### src/rtl/jtag_cmd_loader.sv
// Host byte-stream packet parser that fills the JTAG engine's instruction/data FIFOs,
// then launches one engine transaction and reports its completion or failure.
module jtag_cmd_loader #(
  parameter int DATA_INSTRACTION = 10,
  parameter int DATA_FIFO        = 8,
  parameter int BUSY_TIMEOUT     = 255
) (
  input  logic                        clk,
  input  logic                        rst,
  input  logic [7:0]                  s_data,
  input  logic                        s_valid,
  output logic                        s_ready,
  output logic [15:0]                 len,
  output logic                        op,
  output logic                        work,
  input  logic                        busy,
  output logic [DATA_INSTRACTION-1:0] wdata_instraction,
  output logic                        wr_instraction,
  input  logic                        full_instraction,
  output logic [DATA_FIFO-1:0]        wdata_data,
  output logic                        wr_data,
  input  logic                        full_data,
  output logic                        done,
  output logic                        err,
  output logic [1:0]                  err_code,
  output logic [2:0]                  dbg_state
);

  localparam int TW = $clog2(BUSY_TIMEOUT + 1);

  typedef enum logic [2:0] {
    ST_IDLE      = 3'd0,
    ST_LEN_HI    = 3'd1,
    ST_LEN_LO    = 3'd2,
    ST_PAYLOAD   = 3'd3,
    ST_START     = 3'd4,
    ST_WAIT_BUSY = 3'd5,
    ST_WAIT_DONE = 3'd6
  } state_t;

  state_t                      state_q;
  logic [15:0]                 len_q;
  logic                        op_q;
  logic                        work_q;
  logic [DATA_INSTRACTION-1:0] wdata_instraction_q;
  logic                        wr_instraction_q;
  logic [DATA_FIFO-1:0]        wdata_data_q;
  logic                        wr_data_q;
  logic                        done_q;
  logic                        err_q;
  logic [1:0]                  err_code_q;
  logic [12:0]                 cnt_q;
  logic [7:0]                  ibyte_q;
  logic [TW-1:0]               tmo_q;

  logic        ready_c;
  logic        take;
  logic [15:0] len_lo;
  logic        instr_len_ok;

  // Handshake: a byte moves on any rising clk where s_valid && s_ready; s_ready never
  // looks at s_valid, and the host must hold s_data stable while s_valid is high.
  always_comb begin
    ready_c = 1'b0;
    case (state_q)
      ST_IDLE, ST_LEN_HI, ST_LEN_LO: ready_c = 1'b1;
      ST_PAYLOAD: begin
        if (op_q) ready_c = !full_data && !wr_data_q;
        else      ready_c = (cnt_q != 13'd0) || !full_instraction;
      end
      default: ready_c = 1'b0;
    endcase
  end

  assign take         = s_valid && ready_c;
  assign len_lo       = {len_q[15:8], s_data};
  assign instr_len_ok = (len_q != 16'd0) && (len_q <= 16'(DATA_INSTRACTION));

  always_ff @(posedge clk or posedge rst) begin
    if (rst) begin
      state_q             <= ST_IDLE;
      len_q               <= '0;
      op_q                <= 1'b0;
      work_q              <= 1'b0;
      wdata_instraction_q <= '0;
      wr_instraction_q    <= 1'b0;
      wdata_data_q        <= '0;
      wr_data_q           <= 1'b0;
      done_q              <= 1'b0;
      err_q               <= 1'b0;
      err_code_q          <= 2'd0;
      cnt_q               <= '0;
      ibyte_q             <= '0;
      tmo_q               <= '0;
    end else begin
      wr_instraction_q <= 1'b0;
      wr_data_q        <= 1'b0;
      work_q           <= 1'b0;
      done_q           <= 1'b0;
      err_q            <= 1'b0;
      case (state_q)
        ST_IDLE: begin
          if (take) begin
            if (s_data == 8'h01 || s_data == 8'h02) begin
              op_q    <= (s_data == 8'h02);
              state_q <= ST_LEN_HI;
            end else begin
              err_q      <= 1'b1;
              err_code_q <= 2'd1;
            end
          end
        end
        ST_LEN_HI: begin
          if (take) begin
            len_q[15:8] <= s_data;
            state_q     <= ST_LEN_LO;
          end
        end
        ST_LEN_LO: begin
          if (take) begin
            len_q[7:0] <= s_data;
            if (op_q && len_lo == 16'd0) begin
              err_q      <= 1'b1;
              err_code_q <= 2'd2;
              state_q    <= ST_IDLE;
            end else begin
              // Count holds "bytes left minus one" so 8192 data bytes fit in 13 bits.
              cnt_q   <= op_q ? 13'((len_lo - 16'd1) >> 3) : 13'd1;
              state_q <= ST_PAYLOAD;
            end
          end
        end
        ST_PAYLOAD: begin
          if (take) begin
            if (op_q) begin
              wdata_data_q <= DATA_FIFO'(s_data);
              wr_data_q    <= 1'b1;
              if (cnt_q == 13'd0) state_q <= ST_START;
              else                cnt_q   <= cnt_q - 13'd1;
            end else if (cnt_q != 13'd0) begin
              ibyte_q <= s_data;
              cnt_q   <= cnt_q - 13'd1;
            end else if (instr_len_ok) begin
              wdata_instraction_q <= {s_data[DATA_INSTRACTION-9:0], ibyte_q};
              wr_instraction_q    <= 1'b1;
              state_q             <= ST_START;
            end else begin
              err_q      <= 1'b1;
              err_code_q <= 2'd2;
              state_q    <= ST_IDLE;
            end
          end
        end
        ST_START: begin
          // The final FIFO strobe is high during this cycle; work follows it.
          work_q  <= 1'b1;
          tmo_q   <= '0;
          state_q <= ST_WAIT_BUSY;
        end
        ST_WAIT_BUSY: begin
          if (busy) begin
            state_q <= ST_WAIT_DONE;
          end else if (tmo_q == TW'(BUSY_TIMEOUT - 1)) begin
            err_q      <= 1'b1;
            err_code_q <= 2'd3;
            state_q    <= ST_IDLE;
          end else begin
            tmo_q <= tmo_q + TW'(1);
          end
        end
        ST_WAIT_DONE: begin
          if (!busy) begin
            done_q  <= 1'b1;
            state_q <= ST_IDLE;
          end
        end
        default: state_q <= ST_IDLE;
      endcase
    end
  end

  assign s_ready           = ready_c;
  assign len               = len_q;
  assign op                = op_q;
  assign work              = work_q;
  assign wdata_instraction = wdata_instraction_q;
  assign wr_instraction    = wr_instraction_q;
  assign wdata_data        = wdata_data_q;
  assign wr_data           = wr_data_q;
  assign done              = done_q;
  assign err               = err_q;
  assign err_code          = err_code_q;
  assign dbg_state         = state_q;

endmodule
### config.mk
export PLATFORM = sky130hd
export DESIGN_NAME = jtag_cmd_loader
export DESIGN_NICKNAME = d
export VERILOG_FILES = /design/src/rtl/jtag_cmd_loader.sv
export SDC_FILE = /design/constraint.sdc
export NUM_CORES = 1
export LEC_CHECK = 0
export ABC_AREA = 1
export BUFFER_PORTS_ARGS = -buffer_cell sky130_fd_sc_hd__buf_2
export CAP_MARGIN = 20
export CORE_AREA = 3 3 91 93
export CTS_BUF_LIST = sky130_fd_sc_hd__clkbuf_16
export DETAILED_ROUTE_END_ITERATION = 7
export DIE_AREA = 0 0 94 96
export GPL_ROUTABILITY_DRIVEN = 0
export HOLD_SLACK_MARGIN = 0.02
export PLACE_DENSITY = 0.75
export SYNTH_ARGS = -nofsm -noshare
export SYNTH_HDL_FRONTEND = slang
export SYNTH_SLANG_ARGS = --single-unit
### constraint.sdc
create_clock -name clk -period 4.9 [get_ports clk]
set_input_delay 0.49 -clock clk [delete_from_list [all_inputs] [get_ports clk]]
set_output_delay 0.49 -clock clk [all_outputs]
set_load 0.05 [all_outputs]
# == Word-level counts from Yosys, hierarchy flattened ==
# Cells that the tools add are included.
# totals
ff_bits,74
in_bits,14
output_inout_bits,46
wordCells,138
# op_classes
add_sub_neg,3
order_cmp,1
n_eq_ne,29
muxes,60
bitwise_logic,2
reduce_logical,28
# op_table
op,n
$mux 13,7
$mux 3,12
$ne 2x2->1 const B,15
$pmux 13 s2,1
$mux 1,22
$mux 2,11
$pmux 3 s7,1
$le 16x4->1 const B,1
$logic_not 16->1,1
$mux 8,2
$pmux 8 s2,1
$reduce_bool 16->1,1
$sub 16x1->16 const B,1
$ne 3x3->1 const B,5
$logic_not 13->1,1
$reduce_bool 13->1,1
$sub 13x1->13 const B,1
$reduce_and 11->1,1
$eq 3x3->1 const B,3
$reduce_and 3->1,3
$reduce_and 9->1,1
$add 8x1->8 const B,1
$eq 8x1->1 const B,1
$eq 8x2->1 const B,1
other kinds (18),28

# == Longest topological paths before layout ==
# logic_depth
depth_word,7
ltp_mapped,13
mapped_depth_nobuf,13

# == Worst setup path after synthesis ==
# OpenSTA, ideal clock, no wires.
# synth_path
path_type,reg2reg
from,register state_q[1] (netlist: dbg_state[1])
to,register wdata_instraction_q[0] (netlist: wdata_instraction[0])
setup_time_ns,0.118
arrival_ns,2.099
t_required_ns,4.782
path_slack_ns,2.684
stages_incl_launch_ff,9
n_path_buf,1
period_less_slack_ns,2.216
path_cell_list,dfrtp_1 nand2_2 nor2_8 inv_4 o21ai_4 nand3_2 buf_6 nand2_1 nand2_1
# synth_via
elab_chain_cells,5
elab_cells_between_ends,8
classes_between,eq/ne: 3; mux: 1; reduce/logical: 4
# synth_rtl
item,line_no,source
"start, declared",41,state_t state_q;
"start signal, assigned",81,state_q <= ST_IDLE;
"start signal, assigned",106,state_q <= ST_LEN_HI;
"start signal, assigned",116,state_q <= ST_LEN_LO;
$eq 3x2->1 (tied with other cells),65,case (state_q)
$reduce_or 3->1,65,
$pmux 1 s2 *,65,
named net s_ready,12,"output logic s_ready,"
$logic_and 1x1->1 *,75,assign take = s_valid && ready_c;
$reduce_and 5->1 (no line) *,-,
"end signal, assigned",144,"wdata_instraction_q <= {s_data[DATA_INSTRACTION-9:0], ibyte_q};"
"end, declared",45,logic [DATA_INSTRACTION-1:0] wdata_instraction_q;
# Mark *: on every way through the listed nets, which the timed path passes. The rest lies on a longest branch.
# A chain may end at the register's enable or synchronous reset.

# == Worst setup path in the final report ==
# layout_path
from,register cnt_q[0]
to,output port s_ready
# layout_via
elab_chain_cells,4
# layout_rtl
item,line_no,source
"start, declared",52,logic [12:0] cnt_q;
"start signal, assigned",128,cnt_q <= op_q ? 13'((len_lo - 16'd1) >> 3) : 13'd1;
"start signal, assigned",139,else cnt_q <= cnt_q - 13'd1;
"start signal, assigned",142,cnt_q <= cnt_q - 13'd1;
$reduce_bool 13->1,69,else ready_c = (cnt_q != 13'd0) || !full_instraction;
$logic_or 1x1->1,69,
$mux 1,68,if (op_q) ready_c = !full_data && !wr_data_q;
$pmux 1 s2,65,
"end, declared",12,
# No other way between the ends.

==> reports/metrics.yaml <==
sta:
  timing_hold_violations_final: 0
  slew_violations: 0
  max_freq_mhz: 401
  fin_tns_setup_ps: 0
  relSlewSlack_pct: 39.9
  rsz0062_at_grt: "false"
  fin_crit_ps: 2490
  setup_violations: 0
  finClkSkew_ps: 9.37
  fin_crit_sh_pct: 50.9
  worst_slew_pin_slew_ps: 901
floorplanning:
  io-pin-count: 60
  die_x_um: 94
  die_h_um: 96
  core-area_sq_um: 7610
  initial_utilization_pct: 53.5
  dieArea_sq_um: 9020
  rows: 32
synth:
  synth_edf_count: 0
  synth-main-ff-cell: "dfrtp_1"
  yosys.area_share.adder_pct: 1.23
  synth_compound_area_share_pct: 11.3
  yosysTopAreaCell: "dfrtp_1"
  ys_warn_count: 0
  netlist_area_sq_um: 4070
  ys_ff_latch: 74
  synth_top_area_share_pct: 45.5
  synth_top_family_by_area: "simple AND/OR/NAND/NOR gates"
  syn_inst: 537
  muxShareOfSynthArea_pct: 0
  ys_async_sr_fraction_pct: 100
  netlist_top_cells_area: "dfrtp_1 45%, nand2_1 16%, inv_1 5.3%"
  synth-xor-area-share_pct: 0.645
  syn_nets: 555
  synthSimpleGateAreaFrac_pct: 32.9
  synth_cell_type_count: 40
  ys_seq_area_share_pct: 45.5
  syn_area_per_cell_sq_um: 7.58
clock_network:
  cts-root-buf: "clkbuf_16"
  cts_resized: 0
  clk_pin_slew_ps: 60
  cts_setup_buffers: 0
  cts_made_buffers: 9
  h-tree-depth: 3
  cts_tree: "done"
  clk_path_buf_depth: 2
  cts_hold_buf: 0
  clock-sinks: 74
  clock_latency_ps: 340
power:
  p_sw_mw: 1.58
  power_density_nw_per_um2: 669
  power.share.clock_pct: 21.7
  combPwrFrac_pct: 47.6
  share_seq_of_total_power_pct: 30.8
  power.internal_mw: 1.58
  vdd.ir_drop.worst_uv: 435
  switching_share_pct: 50.0
  p_leak_nw: 2.52
drt:
  drt_iter0_markers: 275
  vias: 3733
  drc: 0
  wirelength_um: 10200
  dr.pass1.iters: 5
  final_antenna_net_count: 0
  wl_per_cell_um: 14.4
  via_per_inst: 5.30
setup_path:
  worst-endpoint-required_ps: 4410
  critPathArrivalTime_ps: 2000
  criticalPathCategory: "reg2out"
  cp_cell_sequence: "inv_1 > ha_1 > nand2_1 > nor2_2 > nand4_2 > nand2_2 > o21ai_4 > buf_2"
  cp_top_family: "buffers and inverters"
  cp_slowest_cell: "dfrtp_1"
  critPathLaunchType: "flop"
  crit_fanout: 5
  worstSetupEndpointType: "output pin"
  max_stage_delay_ps: 410
  reg2reg_slack_ps: 2760
  crit_buf_inv: 2
grt:
  first_global_vias: 3592
  grt_use_total_pct: 24.0
  grt_max_degree: 75
  grt_pass1_wl_um: 16700
  grt_antenna_before_repair: 0
  grt_overflow: 0
layout:
  syn_to_final_growth_pct: 15.9
  antenna_cells: 0
  finalNetCount: 615
  drive_gt1_share_pct: 19.1
  stdcell_area_sq_um: 4720
status:
  status: "complete, no violations"
placed_design:
  hpwlAfterDp_um: 7300
  placed_area_sq_um: 4410
  port_buffers: 59
min_path:
  worst_hold_path_type: "in2reg"
job:
  maxCapViolCount: 0
[stage by stage]
stage	utilization [%]	setup slack [ps]	instances	total power, mW	hold WS [ps]
after floorplan	-	2530	537	2.13	442
after global placement	57.9	2830	688	2.42	454
after detailed placement	57.9	2770	688	2.46	459
after CTS	62.0	2400	704	3.16	346
after global routing	62.0	2290	704	3.37	371
final	62.0	2410	704	3.16	359
[cell usage in the layout, fill, tap and decap left out, types with 2 or more instances in the layout]
cell       Yosys  final
nand3_4        4      4
clkbuf_16      0      9
inv_1         57     56
o21ai_2        2      2
nand2_4        2      2
nor2_2         6      6
nand2_1      173    173
a31oi_1        2      2
dfrtp_1       74     74
inv_8          0      2
inv_2          7      8
ha_1           4      4
a21oi_1       12     12
nand3_1       41     41
nor2_4         2      2
nand2_2        6      6
nor2_1        48     48
o21ai_0       34     34
o21ai_1       26     26
nor3_1         6      6
xor2_1         2      2
a21oi_2        2      2
buf_2          1     59
nand4_1        3      3
clkinv_4       0      2
[worst reg2reg max path, stage by stage, from the launching register on]
cell and delay [ps]:
dfrtp_1 420, inv_1 130, nand2_1 60, nor2_1 310
nand3_1 170, nor3_2 220, inv_2 70, nor2_2 100
nand3_2 260, inv_2 230, nand2_1 70, nand2_1 60
[cell usage after synthesis, types with 2 or more instances]
cell type and instances:
nand2_4 2, buf_6 5, a21oi_2 2, nand2_2 6, nor2_2 6, o21ai_2 2, a21oi_1 12, nor3_1 6
nand2_1 173, nand3_1 41, nand4_1 3, nor2_4 2, nand3_4 4, inv_2 7, o21ai_1 26, clkbuf_1 2
ha_1 4, xor2_1 2, dfrtp_1 74, o21ai_0 34, inv_1 57, a31oi_1 2, nor2_1 48
[sequential cells by signal, indices dropped and copies added (netlist names), 2 cells and up]
signal / cells
len: 16
cnt_q: 13
ibyte_q: 8
err_code: 2
dbg_state: 3
tmo_q: 8
wdata_instraction: 10
wdata_data: 8
[cell families after synthesis]
kind of cell | after synthesis
and+or+nand+nor | 297
AOI/OAI and AO/OA | 83
buffers and inverters | 76
DFF | 74
adders and majority gates | 4
xor gates and xnor gates | 3
[path summary, 6_finish.rpt]
path | start | endpoint | cells past startpoint
hold / removal | busy | done | 2
hold reg to reg | ibyte_q[7] | wdata_instraction[7] | 2
max in group asynchronous | rst | err_code[0] | 3
setup / recovery | cnt_q[0] | s_ready | 8
min in group asynchronous | rst | wdata_instraction[7] | 3
setup reg to reg | len[8] | wdata_instraction[4] | 11
[cell type report]
cell class,instances,area [sq um]
Tap cell,102,128
Sequential cell,74,1850
Clock inverter,7,86.3
Timing Repair Buffer,60,303
Clock buffer,9,225
Multi-Input combinational cell,387,1880
Fill cell,684,2890
Inverter,65,246
[power groups by stage]
stage                     clock (mW)  combinational (mW)  sequential, mW
after detailed placement           0                1.49           0.972
after global routing           0.722                1.65           0.995
after global placement             0                1.46           0.965
after floorplan                    0               0.791            1.34
final                          0.683                1.50           0.971
after CTS                      0.695                1.50           0.965
[per-layer routing]
metal / vias to the layer above / share of wire [%] / track usage (%)
li1: 1836 / - / -
met1: 1760 / 45 / 31.1
met2: 118 / 48 / 38.7
met3: 19 / 5.8 / 4.46
met4: 0 / 1.8 / 11.8
met5: - / 0 / 0
(Power assumes the default switching activity.)
